[config.mk]
export PLATFORM = sky130hd
export DESIGN_NAME = ram_loader
export DESIGN_NICKNAME = d
export VERILOG_FILES = /design/src/rtl/ram_loader.sv
export SDC_FILE = /design/constraint.sdc
export NUM_CORES = 1
export LEC_CHECK = 0
export CORE_ASPECT_RATIO = 0.9
export CORE_UTILIZATION = 51
export CTS_BUF_LIST = sky130_fd_sc_hd__clkbuf_2 sky130_fd_sc_hd__clkbuf_4 sky130_fd_sc_hd__clkbuf_8
export DETAILED_ROUTE_END_ITERATION = 8
export PLACE_DENSITY = 0.81
export SKIP_LAST_GASP = 1
export SLEW_MARGIN = 20
export SYNTH_ARGS = -nofsm -noshare
export SYNTH_HDL_FRONTEND = slang
export SYNTH_SLANG_ARGS = --single-unit
[constraint.sdc]
create_clock -name clk -period 1.8 [get_ports clk]
set_input_delay 0.54 -clock clk [delete_from_list [all_inputs] [get_ports clk]]
set_output_delay 0.54 -clock clk [all_outputs]
set_load 0.005 [all_outputs]
[src/rtl/ram_loader.sv]
// ram_loader: streams words into, or verifies words against, an SN74x189-style
// 16xN RAM bank. The RAM writes on every fall of (we_ & ~cs_), so we_ is parked
// low whenever cs_ moves and each 1->0 of we_ is a deliberate write.
module ram_loader #(
  parameter int N = 8,
  parameter int A = 4
) (
  input  logic         clk,
  input  logic         reset,
  input  logic         start,
  input  logic         mode,
  input  logic [A-1:0] base,
  input  logic [A:0]   len,
  input  logic [N-1:0] in_data,
  input  logic         in_valid,
  output logic         in_ready,
  output logic         busy,
  output logic         done,
  output logic         error,
  output logic [A-1:0] err_addr,
  output logic [A-1:0] ram_a,
  output logic         ram_cs_,
  output logic         ram_we_,
  output logic [N-1:0] ram_d,
  input  logic [N-1:0] ram_o_
);

  typedef enum logic [3:0] {
    IDLE    = 4'd0,
    FETCH   = 4'd1,
    W_SET   = 4'd2,
    W_ARM   = 4'd3,
    W_STB   = 4'd4,
    R_ADDR  = 4'd5,
    R_READ  = 4'd6,
    R_WB    = 4'd7,
    R_CLOSE = 4'd8,
    DONE    = 4'd9
  } state_t;

  state_t       r_state, w_next;
  logic         r_mode, w_mode;
  logic [A-1:0] r_ptr, w_ptr;
  logic [A:0]   r_cnt, w_cnt;
  logic [N-1:0] r_word, w_word;
  logic         r_error, w_error;
  logic [A-1:0] r_err_addr, w_err_addr;
  logic [A-1:0] r_ram_a, w_ram_a;
  logic [N-1:0] r_ram_d, w_ram_d;
  logic         r_ram_cs_, w_ram_cs_;
  logic         r_ram_we_, w_ram_we_;
  logic         r_in_ready, w_in_ready;
  logic         r_busy, w_busy;
  logic         r_done, w_done;

  // Next-state and datapath: sequencing of the per-word bus cycles.
  always_comb begin
    w_next     = r_state;
    w_mode     = r_mode;
    w_ptr      = r_ptr;
    w_cnt      = r_cnt;
    w_word     = r_word;
    w_error    = r_error;
    w_err_addr = r_err_addr;
    w_ram_a    = r_ram_a;
    w_ram_d    = r_ram_d;
    case (r_state)
      IDLE: begin
        if (start) begin
          w_mode     = mode;
          w_ptr      = base;
          w_cnt      = len;
          w_error    = 1'b0;
          w_err_addr = {A{1'b0}};
          w_next     = (len == {(A+1){1'b0}}) ? DONE : FETCH;
        end else begin
          w_next = IDLE;
        end
      end
      FETCH: begin
        if (in_valid) begin
          // Address (and write data for LOAD) are presented in the cycle after accept.
          w_word  = in_data;
          w_ram_a = r_ptr;
          if (r_mode) begin
            w_next = R_ADDR;
          end else begin
            w_ram_d = in_data;
            w_next  = W_SET;
          end
        end else begin
          w_next = FETCH;
        end
      end
      W_SET:  w_next = W_ARM;
      W_ARM:  w_next = W_STB;
      R_ADDR: w_next = R_READ;
      R_READ: begin
        // Inverted RAM output is read here and written back unchanged later.
        w_ram_d = ~ram_o_;
        w_next  = R_WB;
      end
      R_WB: begin
        if ((r_ram_d != r_word) && !r_error) begin
          w_error    = 1'b1;
          w_err_addr = r_ptr;
        end else begin
          w_error    = r_error;
        end
        w_next = R_CLOSE;
      end
      W_STB, R_CLOSE: begin
        w_ptr  = r_ptr + {{(A-1){1'b0}}, 1'b1};
        w_cnt  = r_cnt - {{A{1'b0}}, 1'b1};
        w_next = (r_cnt == {{A{1'b0}}, 1'b1}) ? DONE : FETCH;
      end
      DONE:    w_next = IDLE;
      default: w_next = IDLE;
    endcase
  end

  // Bus/handshake outputs as a function of the state being entered.
  always_comb begin
    w_ram_cs_  = 1'b0;
    w_ram_we_  = 1'b0;
    w_in_ready = 1'b0;
    w_busy     = 1'b1;
    w_done     = 1'b0;
    case (w_next)
      IDLE: begin
        w_ram_cs_ = 1'b1;
        w_busy    = 1'b0;
      end
      DONE: begin
        w_ram_cs_ = 1'b1;
        w_done    = 1'b1;
      end
      FETCH:                 w_in_ready = 1'b1;
      W_ARM, R_READ, R_WB:   w_ram_we_  = 1'b1;
      W_SET, W_STB, R_ADDR, R_CLOSE: w_ram_we_ = 1'b0;
      default: begin
        w_ram_cs_ = 1'b1;
        w_busy    = 1'b0;
      end
    endcase
  end

  // State and registered outputs; reset returns the bus to its idle values at once.
  always_ff @(posedge clk or posedge reset) begin
    if (reset) begin
      r_state    <= IDLE;
      r_mode     <= 1'b0;
      r_ptr      <= {A{1'b0}};
      r_cnt      <= {(A+1){1'b0}};
      r_word     <= {N{1'b0}};
      r_error    <= 1'b0;
      r_err_addr <= {A{1'b0}};
      r_ram_a    <= {A{1'b0}};
      r_ram_d    <= {N{1'b0}};
      r_ram_cs_  <= 1'b1;
      r_ram_we_  <= 1'b0;
      r_in_ready <= 1'b0;
      r_busy     <= 1'b0;
      r_done     <= 1'b0;
    end else begin
      r_state    <= w_next;
      r_mode     <= w_mode;
      r_ptr      <= w_ptr;
      r_cnt      <= w_cnt;
      r_word     <= w_word;
      r_error    <= w_error;
      r_err_addr <= w_err_addr;
      r_ram_a    <= w_ram_a;
      r_ram_d    <= w_ram_d;
      r_ram_cs_  <= w_ram_cs_;
      r_ram_we_  <= w_ram_we_;
      r_in_ready <= w_in_ready;
      r_busy     <= w_busy;
      r_done     <= w_done;
    end
  end

  assign in_ready = r_in_ready;
  assign busy     = r_busy;
  assign done     = r_done;
  assign error    = r_error;
  assign err_addr = r_err_addr;
  assign ram_a    = r_ram_a;
  assign ram_cs_  = r_ram_cs_;
  assign ram_we_  = r_ram_we_;
  assign ram_d    = r_ram_d;

endmodule

==> results.yml <==
power_and_ir_drop:
  cellPowerDensity_nw_per_um2: 1550
  leakage_component_of_the_power_nw: 1.30
  comb_pwr_share_pct: 47.2
  cell_internal_pwr_mw: 2.91
  pwr-share-clk_pct: 12.8
  pwr-share-seq_pct: 40.0
  p_sw_share_pct: 36.5
  vdd_drop_max_uv: 849
  power_mw: 4.58
  netSwitchingPower_mw: 1.67
die:
  io-pin-count: 52
  dieWidth_um: 71.6
  die_height_um: 64.6
  die_area_um2: 4630
  fp-row-count: 22
  core_region_area_um2: 4130
  initial_core_util_pct: 53.8
clocking:
  root_driver: "sky130_fd_sc_hd__clkbuf_8"
  tritoncts: "yes"
  cts-htree-levels: 2
  postCtsHoldBufs: 0
  clock_sinks: 44
  number_of_cts_inserted_buffers: 5
  path_clk_slew_ps: 80
  cts_buffer_depth: 2
  ctsResizeCount: 1
  clock_insertion_delay_worst_skew_ps: 290
  postCtsSetupBuffers: 0
synthesis:
  synthesis.area_um2: 2220
  top_ff_cell_synth: "sky130_fd_sc_hd__dfrtp_1"
  synth.yosys.warnings: 0
  synth.largest_area_cell: "sky130_fd_sc_hd__dfrtp_1"
  synth_edf_count: 0
  seq_area_frac_synth_pct: 49.6
  post-synth-top-area-fraction_pct: 48.4
  synth_top_cells_by_area: "sky130_fd_sc_hd__dfrtp_1 (48%), sky130_fd_sc_hd__mux2i_1 (5.4%), sky130_fd_sc_hd__nand2_1 (4.1%)"
  syn-instance-count: 205
  synth.net_count: 238
  ys_ff_latch: 44
  synthesized_area_per_cell_um2: 10.8
  synth-async-reset-ratio_pct: 100
  yosysUniqueCellTypes: 53
critical_path:
  cp_max_fo: 3
  worst-path-buf-inv: 1
  timing.critical_path.cells: "clkdlybuf4s50_1"
  cpPeakStageDelay_ps: 520
  start_kind: "flip-flop"
  critical_path_arrival_ps: 1220
  worst-endpoint-required_ps: 1260
  worst-r2r-setup-slack_ps: 200
  path_class: "reg -> out"
  slowest_stage: "sky130_fd_sc_hd__clkdlybuf4s50_1"
  setup.worst_path.end_class: "primary output"
  worst_path_dominant_cell_family: "buffers and inverters"
detailed_routing:
  wirelength_mm: 4.65
  detailroute.via_count: 1819
  drt-initial-drc-count: 69
  avgViaCountPerCell: 5.72
  post_drt_wl_per_cell_um: 14.6
  remaining_drc_errors: 0
  antenna_violating_nets_post_route: 0
  detail_route.first_pass.iterations: 5
hold_path:
  classification_of_the_worst_slack_hold_path: "reg -> reg"
final_layout:
  final_core_utilization_pct: 71.4
  fin_area_um2: 2950
  syn_to_final_growth_pct: 32.7
  finish.net_count: 303
  drive_above_1_share_pct: 15.2
  diodes: 0
sta:
  tightest_slew_ps: 531
  fin_crit_sh_pct: 97.8
  unrepaired_setup_endpoints_after_global_routing: "false"
  finalSetupViolCount: 0
  finalWorstSetupSlack_ps: 39.6
  max_clock_freq_mhz: 568
  clock_skew_ps: 3.59
  final.min_clock_period_ps: 1760
  worst_slew_margin_rel_pct: 64.4
  final_max_slew_viol_count: 0
  timing.final.hold_violations: 0
global_route:
  grt_start_max_net_pins: 18
  number_of_global_route_vias_before_repair: 1754
  antenna_found_initial: 0
  global_route_wire_length_before_repair_mm: 7.94
  global_route.usage.total_pct: 22.4
  grt.overflow.total: 0
placed_design:
  place_hpwl_mm: 3.56
  dp_slack_ps: -244
  dpl_cell_area_um2: 2870
  routabilityCongestion: 0.803
  io_buffer_count: 51
run:
  cap_viol_max_count: 0
run_status:
  run_status: "finished clean"
[stage by stage]
stage | hold WS [ps] | TNS [ps] | cells
after detailed placement | 474 | -1580 | 311
after global routing | 535 | 0 | 318
after floorplan | 470 | 0 | 205
after CTS | 492 | 0 | 318
after global placement | 466 | -1120 | 311
final | 482 | 0 | 318
[cells by family (layout without fill, tap and decap cells)]
logic type / after synthesis / after routing / share of synthesized area, %
simple gates: 68 / 68 / 17.3
buf+inv: 19 / 84 / 4.28
xor+xnor: 9 / 9 / 3.89
flops: 44 / 44 / 49.6
mux: 20 / 20 / 9.46
compound gates: 42 / 42 / 13.7
fa+ha+maj: 3 / 3 / 1.69
[worst paths after layout]
kind	from	end	cells past startpoint
setup / recovery	ram_d[7]	ram_d[7]	1
hold / removal	ram_a[0]	ram_a[0]	2
setup reg to reg	r_state[0]	r_ptr[0]	5
hold reg to reg	ram_a[0]	ram_a[0]	2
max in group asynchronous	reset	ram_d[5]	3
min in group asynchronous	reset	error	2
[synth_stat cells (all sizes together) (3+ instances only)]
master	count
nor4	4
inv	10
nand3	5
nor3	5
dfrtp	43
a211oi	3
ha	3
o21ai	11
nand2	24
o221a	4
xnor2	8
nor2	12
nand4	3
a21oi	10
mux2i	12
buf	9
mux2	8
[power by group through the flow]
stage          combinational, mW  clock, mW  sequential [mW]
2_1_floorplan               1.38          0             1.77
3_3_place_gp                2.10          0             1.83
3_5_place_dp                2.17          0             1.85
4_1_cts                     2.18      0.597             1.83
5_1_grt                     2.40      0.646             1.88
6_report                    2.16      0.587             1.83
[registers in the layout, indices dropped and copies added (netlist names)]
name      flops
ram_cs_       1
r_cnt         5
r_word        8
error         1
ram_a         4
r_state       4
busy          1
r_mode        1
ram_d         8
ram_we_       1
err_addr      4
done          1
in_ready      1
r_ptr         4
[worst register-to-register path: stages, from the launching register on]
cell	delay (ps)
sky130_fd_sc_hd__dfrtp_1	430
sky130_fd_sc_hd__buf_4	200
sky130_fd_sc_hd__a2111oi_4	460
sky130_fd_sc_hd__buf_4	200
sky130_fd_sc_hd__nor2_1	40
sky130_fd_sc_hd__a211oi_1	190
[cell usage in the layout (no fill, tap or decap), types with 3 or more instances in the layout]
cell and n:
sky130_fd_sc_hd__buf_4 15, sky130_fd_sc_hd__clkbuf_8 5, sky130_fd_sc_hd__nor2_1 10, sky130_fd_sc_hd__nand4_1 3, sky130_fd_sc_hd__inv_1 8, sky130_fd_sc_hd__a21oi_1 10, sky130_fd_sc_hd__mux2_2 6, sky130_fd_sc_hd__clkdlybuf4s50_1 50
sky130_fd_sc_hd__ha_1 3, sky130_fd_sc_hd__xnor2_1 8, sky130_fd_sc_hd__nand3_1 3, sky130_fd_sc_hd__nor4_1 3, sky130_fd_sc_hd__dfrtp_1 43, sky130_fd_sc_hd__o21ai_0 9, sky130_fd_sc_hd__a211oi_1 3, sky130_fd_sc_hd__mux2i_1 12
sky130_fd_sc_hd__o221a_1 4, sky130_fd_sc_hd__nor3_1 5, sky130_fd_sc_hd__nand2_1 24
[routing by layer]
metal  track usage, %  share of wire (%)  vias up
met2             35.8                 47       58
met5                0                  0        -
li1                 -                  -      864
met1             29.7                 46      891
met4             6.37                1.3        0
met3             6.84                5.2        6
[final cells by class]
type                            instances  area, µm²
Fill cell                             297       1180
Sequential cell                        44       1100
Multi-Input combinational cell        142       1020
Timing Repair Buffer                   67        642
Clock buffer                            5       68.8
Tap cell                               48       60.1
Inverter                               10       37.5
Clock inverter                          2       12.5
(Power assumes the default switching activity.)
